### config.mk
export PLATFORM = sky130hd
export DESIGN_NAME = game_sequencer_fsm
export DESIGN_NICKNAME = d
export VERILOG_FILES = /design/src/rtl/game_sequencer_fsm.sv
export SDC_FILE = /design/constraint.sdc
export NUM_CORES = 1
export LEC_CHECK = 0
export CORE_ASPECT_RATIO = 0.9
export CORE_MARGIN = 2
export CORE_UTILIZATION = 59
export CTS_BUF_LIST = sky130_fd_sc_hd__clkbuf_8
export CTS_CLUSTER_DIAMETER = 200
export DETAILED_ROUTE_END_ITERATION = 16
export MAX_ROUTING_LAYER = met4
export PLACE_DENSITY = 0.88
export SYNTH_ARGS = -nofsm -noshare
export SYNTH_HDL_FRONTEND = slang
export SYNTH_SLANG_ARGS = --single-unit
### constraint.sdc
create_clock -name clk -period 5.7 [get_ports clk]
set_input_delay 1.14 -clock clk [delete_from_list [all_inputs] [get_ports clk]]
set_output_delay 1.14 -clock clk [all_outputs]
set_load 0.02 [all_outputs]
### src/rtl/game_sequencer_fsm.sv
// Round sequencer for the obstacle game: steps obstacle rows on an internal timer,
// keeps score, speeds up each passed round and resolves the game endings.
module game_sequencer_fsm #(
  parameter int POS_STEPS   = 8,
  parameter int STEP_CYCLES = 16,
  parameter int MIN_CYCLES  = 4,
  parameter int SPEEDUP     = 1,
  parameter int SCORE_W     = 10,
  parameter int WIN_SCORE   = 30
) (
  input  logic                 clk,
  input  logic                 resetn,
  input  logic                 start_game,
  input  logic                 restart,
  input  logic                 pause,
  input  logic                 crash,
  input  logic                 time_up,
  input  logic                 game_ok,
  output logic [POS_STEPS-1:0] position,
  output logic                 ld_new_obstacle,
  output logic                 check_state,
  output logic                 score_inc,
  output logic [SCORE_W-1:0]   score,
  output logic                 move_en,
  output logic                 counter_clear,
  output logic                 start_screen,
  output logic                 game_screen,
  output logic                 end_screen,
  output logic                 timeup_screen,
  output logic                 win_screen
);
  localparam int POS_W = $clog2(POS_STEPS);
  localparam int CNT_W = $clog2(STEP_CYCLES + 1);
  localparam logic [POS_W-1:0]   POS_LAST  = POS_W'(POS_STEPS - 1);
  localparam logic [CNT_W-1:0]   PER_INIT  = CNT_W'(STEP_CYCLES);
  localparam logic [CNT_W-1:0]   PER_MIN   = CNT_W'(MIN_CYCLES);
  localparam logic [SCORE_W:0]   WIN_V     = (SCORE_W+1)'(WIN_SCORE);

  typedef enum logic [2:0] {
    S_IDLE, S_ARM, S_RUN, S_CHECK, S_OVER, S_TIMEOVER, S_WIN, S_RSTWAIT
  } state_e;

  state_e             state_q, state_d;
  logic [SCORE_W-1:0] score_q, score_d;
  logic [CNT_W-1:0]   period_q, period_d;
  logic [CNT_W-1:0]   tick_q, tick_d;
  logic [POS_W-1:0]   pos_q, pos_d;
  logic               ld_q, ld_d;
  logic [SCORE_W:0]   score_p1;
  logic               step_done;

  assign score_p1  = {1'b0, score_q} + {{SCORE_W{1'b0}}, 1'b1};
  assign step_done = (tick_q == period_q - {{(CNT_W-1){1'b0}}, 1'b1});

  always_ff @(posedge clk or negedge resetn) begin
    if (!resetn) begin
      state_q  <= S_IDLE;
      score_q  <= '0;
      period_q <= PER_INIT;
      tick_q   <= '0;
      pos_q    <= '0;
      ld_q     <= 1'b0;
    end else begin
      state_q  <= state_d;
      score_q  <= score_d;
      period_q <= period_d;
      tick_q   <= tick_d;
      pos_q    <= pos_d;
      ld_q     <= ld_d;
    end
  end

  always_comb begin
    state_d   = state_q;
    score_d   = score_q;
    period_d  = period_q;
    tick_d    = tick_q;
    pos_d     = pos_q;
    ld_d      = 1'b0;
    score_inc = 1'b0;
    unique case (state_q)
      S_IDLE: if (start_game) state_d = S_ARM;
      S_ARM: begin
        if (restart) state_d = S_RSTWAIT;
        else if (!start_game) begin
          state_d = S_RUN;
          pos_d   = '0;
          tick_d  = '0;
          ld_d    = 1'b1;
        end
      end
      S_RUN: begin
        // Abort conditions win over a step finishing in the same cycle.
        if (restart)      state_d = S_RSTWAIT;
        else if (crash)   state_d = S_OVER;
        else if (time_up) state_d = S_TIMEOVER;
        else if (!pause) begin
          if (step_done) begin
            tick_d = '0;
            if (pos_q == POS_LAST) state_d = S_CHECK;
            else                   pos_d   = pos_q + 1'b1;
          end else begin
            tick_d = tick_q + 1'b1;
          end
        end
      end
      S_CHECK: begin
        if (restart)      state_d = S_RSTWAIT;
        else if (crash)   state_d = S_OVER;
        else if (time_up) state_d = S_TIMEOVER;
        else if (!game_ok) state_d = S_OVER;
        else begin
          score_inc = 1'b1;
          score_d   = score_p1[SCORE_W] ? score_q : score_p1[SCORE_W-1:0];
          if (score_p1 >= WIN_V) state_d = S_WIN;
          else begin
            state_d = S_RUN;
            pos_d   = '0;
            tick_d  = '0;
            ld_d    = 1'b1;
            // Compare before subtracting so the period can never wrap.
            if (int'(period_q) >= MIN_CYCLES + SPEEDUP)
              period_d = period_q - CNT_W'(SPEEDUP);
            else
              period_d = PER_MIN;
          end
        end
      end
      S_OVER, S_TIMEOVER, S_WIN: if (restart) state_d = S_RSTWAIT;
      S_RSTWAIT: if (!restart) state_d = S_IDLE;
      default: state_d = S_IDLE;
    endcase
    // Clearing on entry makes IDLE show a fresh game from its first cycle.
    if (state_d == S_IDLE) begin
      score_d  = '0;
      period_d = PER_INIT;
      tick_d   = '0;
      pos_d    = '0;
    end
  end

  assign position        = (state_q == S_RUN) ? ({{(POS_STEPS-1){1'b0}}, 1'b1} << pos_q) : '0;
  assign ld_new_obstacle = ld_q;
  assign check_state     = (state_q == S_CHECK);
  assign score           = score_q;
  assign move_en         = ((state_q == S_RUN) || (state_q == S_CHECK)) && !pause;
  assign counter_clear   = (state_q == S_IDLE) || (state_q == S_RSTWAIT);
  assign start_screen    = (state_q == S_IDLE) || (state_q == S_RSTWAIT);
  assign game_screen     = (state_q == S_ARM) || (state_q == S_RUN) || (state_q == S_CHECK);
  assign end_screen      = (state_q == S_OVER);
  assign timeup_screen   = (state_q == S_TIMEOVER);
  assign win_screen      = (state_q == S_WIN);
endmodule

==> reports/results.tsv <==
stage	metric	value	unit
critical_path	r2r_end	pos_q[0]$_DFFE_PN0P_	
critical_path	r2r_slack	2830	ps
yosys	ys_ff_latch	27	
critical_path	critPathKind	input pin to primary output	
run	maxCapViolCount	0	
drt	drc	0	
timing	fin_crit_sh	0.717	
timing	relSlewSlack	0.385	
final_layout	stdcell_area	2480	um^2
clocking	clk_pin_slew	100	ps
timing	hold_viol	0	
clocking	cts.sink_count	27	
min_path	worstHoldEndpoint	period_q[4]$_DFFE_PN1P_	
global_routing	grt_pass1_wl	8280	um
timing	timing.hold.ws	517	ps
drt	dr.first_iter.drc_count	117	
yosys	synth_area_leaders	dfrtp_1 (31%), ha_1 (6.6%), nor2_1 (5.2%), xor2_1 (3.8%), a21oi_1 (3.4%)	
drt	wl	4770	um
global_routing	gr-usage-all-layers	0.276	
clocking	cts_hold_buf	0	
placement	gp_congestion	0.951	
clocking	cts_setup_buffers	0	
clocking	cts_tree	yes	
min_path	min_from	period_q[4]$_DFFE_PN1P_	
critical_path	cp-end-kind	primary output	
global_routing	grt_max_degree	28	
clocking	cts-resized-gates	0	
floorplan	ios	36	
clocking	cts_root_buffer	clkbuf_8	
critical_path	worstPathRequired	4560	ps
yosys	syn_area	2080	um^2
yosys	synth_ff_type	dfrtp_1	
timing	max_freq	245	MHz
final_layout	final_common_cell	clkdlybuf4s50_1	
min_path	hold_depth	2	
final_layout	most-common-layout-cells	clkdlybuf4s50_1 (35), nor2_1 (29), dfrtp_1 (26)	
placement	postPlaceCellArea	2430	um^2
yosys	synthDominantCellAreaShare	0.313	
global_routing	grt_overflow	0	
timing	finalSetupViolCount	0	
critical_path	cp_data_arrival_time	2950	ps
yosys	yosys.area.top_type	dfrtp_1	
min_path	hold_path_class	register to register	
yosys	seq_area_frac_synth	0.325	
floorplan	start_util	0.616	
drt	first_pass_iters	4	
critical_path	cp-start-kind	input pin	
floorplan	die_w	66.6	um
outcome	status	completed	
clocking	insertion_delay	280	ps
yosys	synth-edff-count	0	
drt	ant_nets	0	
floorplan	die_area	4020	um^2
yosys	async_reset_ff_frac	1.00	
critical_path	reg2reg_from	period_q[0]$_DFFE_PN0P_	
global_routing	antenna_found_initial	0	
placement	post-dp-hpwl	3450	um
global_routing	grt_pass1_vias	1831	
timing	rsz0062_at_grt	no	
critical_path	reg2reg_depth	9	
floorplan	rows	20	
clocking	cts-buffers-inserted	3	
clocking	clock_path_buffers	2	
yosys	synth_cell_types	47	
pwr	peakVddDrop	179	uV
clocking	h-tree-depth	1	
placement	port_buffers	35	
pwr	leakagePower	1.05	nW
yosys	syn-num-nets	275	
floorplan	coreArea	3380	um^2
drt	post_drt_wl_per_cell	14.6	um
drt	via_per_inst	6.08	
final_layout	nNetsFinal	302	
yosys	syn-instance-count	256	
pwr	powerDensity	353	nW/um^2
drt	via_count	1982	
final_layout	area_growth	19.3	%
final_layout	diodes	0	
timing	tightestPinTransition	916	ps
critical_path	crit_start	restart	
timing	final.setup_skew	1.48	ps
timing	tns	0	ps
floorplan	die_h	60.4	um
yosys	yosysWarnings	0	
critical_path	crit_fanout	9	
yosys	avgSynthCellArea	8.13	um^2
timing	min_period	4090	ps
final_layout	final_layout_size_suffix_gt1_frac	0.0496	
timing	drv_slew	0	
-- synthesized netlist by cell type (3+ instances only) --
master / number
and2_1: 6
and3_1: 9
xnor2_1: 8
inv_1: 17
dfrtp_1: 26
or4_1: 4
xor2_1: 9
clkbuf_1: 9
ha_1: 11
nor3_1: 9
buf_2: 4
a211o_1: 3
o211ai_1: 3
nand2b_1: 4
or3_1: 7
and4_1: 4
nand2_1: 15
nor2_1: 29
nand3_1: 10
a211oi_1: 5
o21ai_0: 14
a21oi_1: 14
nor2b_1: 6
-- worst max-delay path by stage --
stage | endpoint | slack [ps] | depth (start not counted)
after floorplan | score_inc | 2650 | 4
after global placement | score_inc | 1650 | 5
after detailed placement | score_inc | 1590 | 5
after CTS | score_inc | 1590 | 5
after global routing | score_inc | 1480 | 5
final | score_inc | 1610 | 5
-- cells by family after synthesis --
| family | share of synthesized area |
|---|---|
| AO/OA/AOI/OAI | 0.160 |
| XOR/XNOR | 0.0715 |
| adder cells (fa/ha/maj) | 0.0661 |
| buffers and inverters | 0.0637 |
| flip-flops | 0.325 |
| multiplexers | 0.0102 |
| AND/OR/NAND/NOR | 0.303 |
-- worst max-delay path, cell delays in order --
cell	delay, ps
clkdlybuf4s50_1	540
nor3_1	390
nand3_1	200
inv_1	80
clkdlybuf4s50_1	590
-- layer usage --
metal  vias up  track usage  part of all wire
met5         -            -                 0
met2        64        0.479              0.49
met1       953        0.355              0.45
li1        959            -                 -
met3         6       0.0278             0.049
met4         0       0.0612            0.0082
-- flip-flops by register name, summed over array words and instances, names as in the netlist --
signal / count
period_q: 5
score: 10
state_q: 3
pos_q: 3
tick_q: 5
ld_new_obstacle: 1
-- metrics by stage --
| step | std cells | util | power [mW] | setup slack (ps) |
|---|---|---|---|---|
| global route | 326 | 0.735 | 0.948 | 1480 |
| finish | 326 | 0.735 | 0.876 | 1610 |
| floorplan | 256 | - | 0.616 | 2650 |
| CTS | 326 | 0.735 | 0.875 | 1590 |
| detailed placement | 322 | 0.720 | 0.755 | 1590 |
| global placement | 322 | 0.720 | 0.738 | 1650 |
-- power by group --
| part | leakage (nW) | internal (mW) | total [mW] | switching (mW) |
|---|---|---|---|---|
| registers | 0.363 | 0.233 | 0.319 | 0.0862 |
| logic | 0.658 | 0.195 | 0.436 | 0.241 |
| clock network | 0.0261 | 0.0515 | 0.120 | 0.0685 |
| total | 1.05 | 0.480 | 0.876 | 0.396 |
-- cell type report --
| class | count | area [um^2] |
|---|---|---|
| repair buffers | 37 | 365 |
| flip-flops and latches | 27 | 677 |
| fillers | 274 | 895 |
| clock inverters | 1 | 8.76 |
| multi-input cells | 197 | 1270 |
| inverters | 17 | 63.8 |
| well taps | 44 | 55.1 |
| clock buffers | 3 | 41.3 |
No activity file was read; power rests on OpenSTA's default activity.
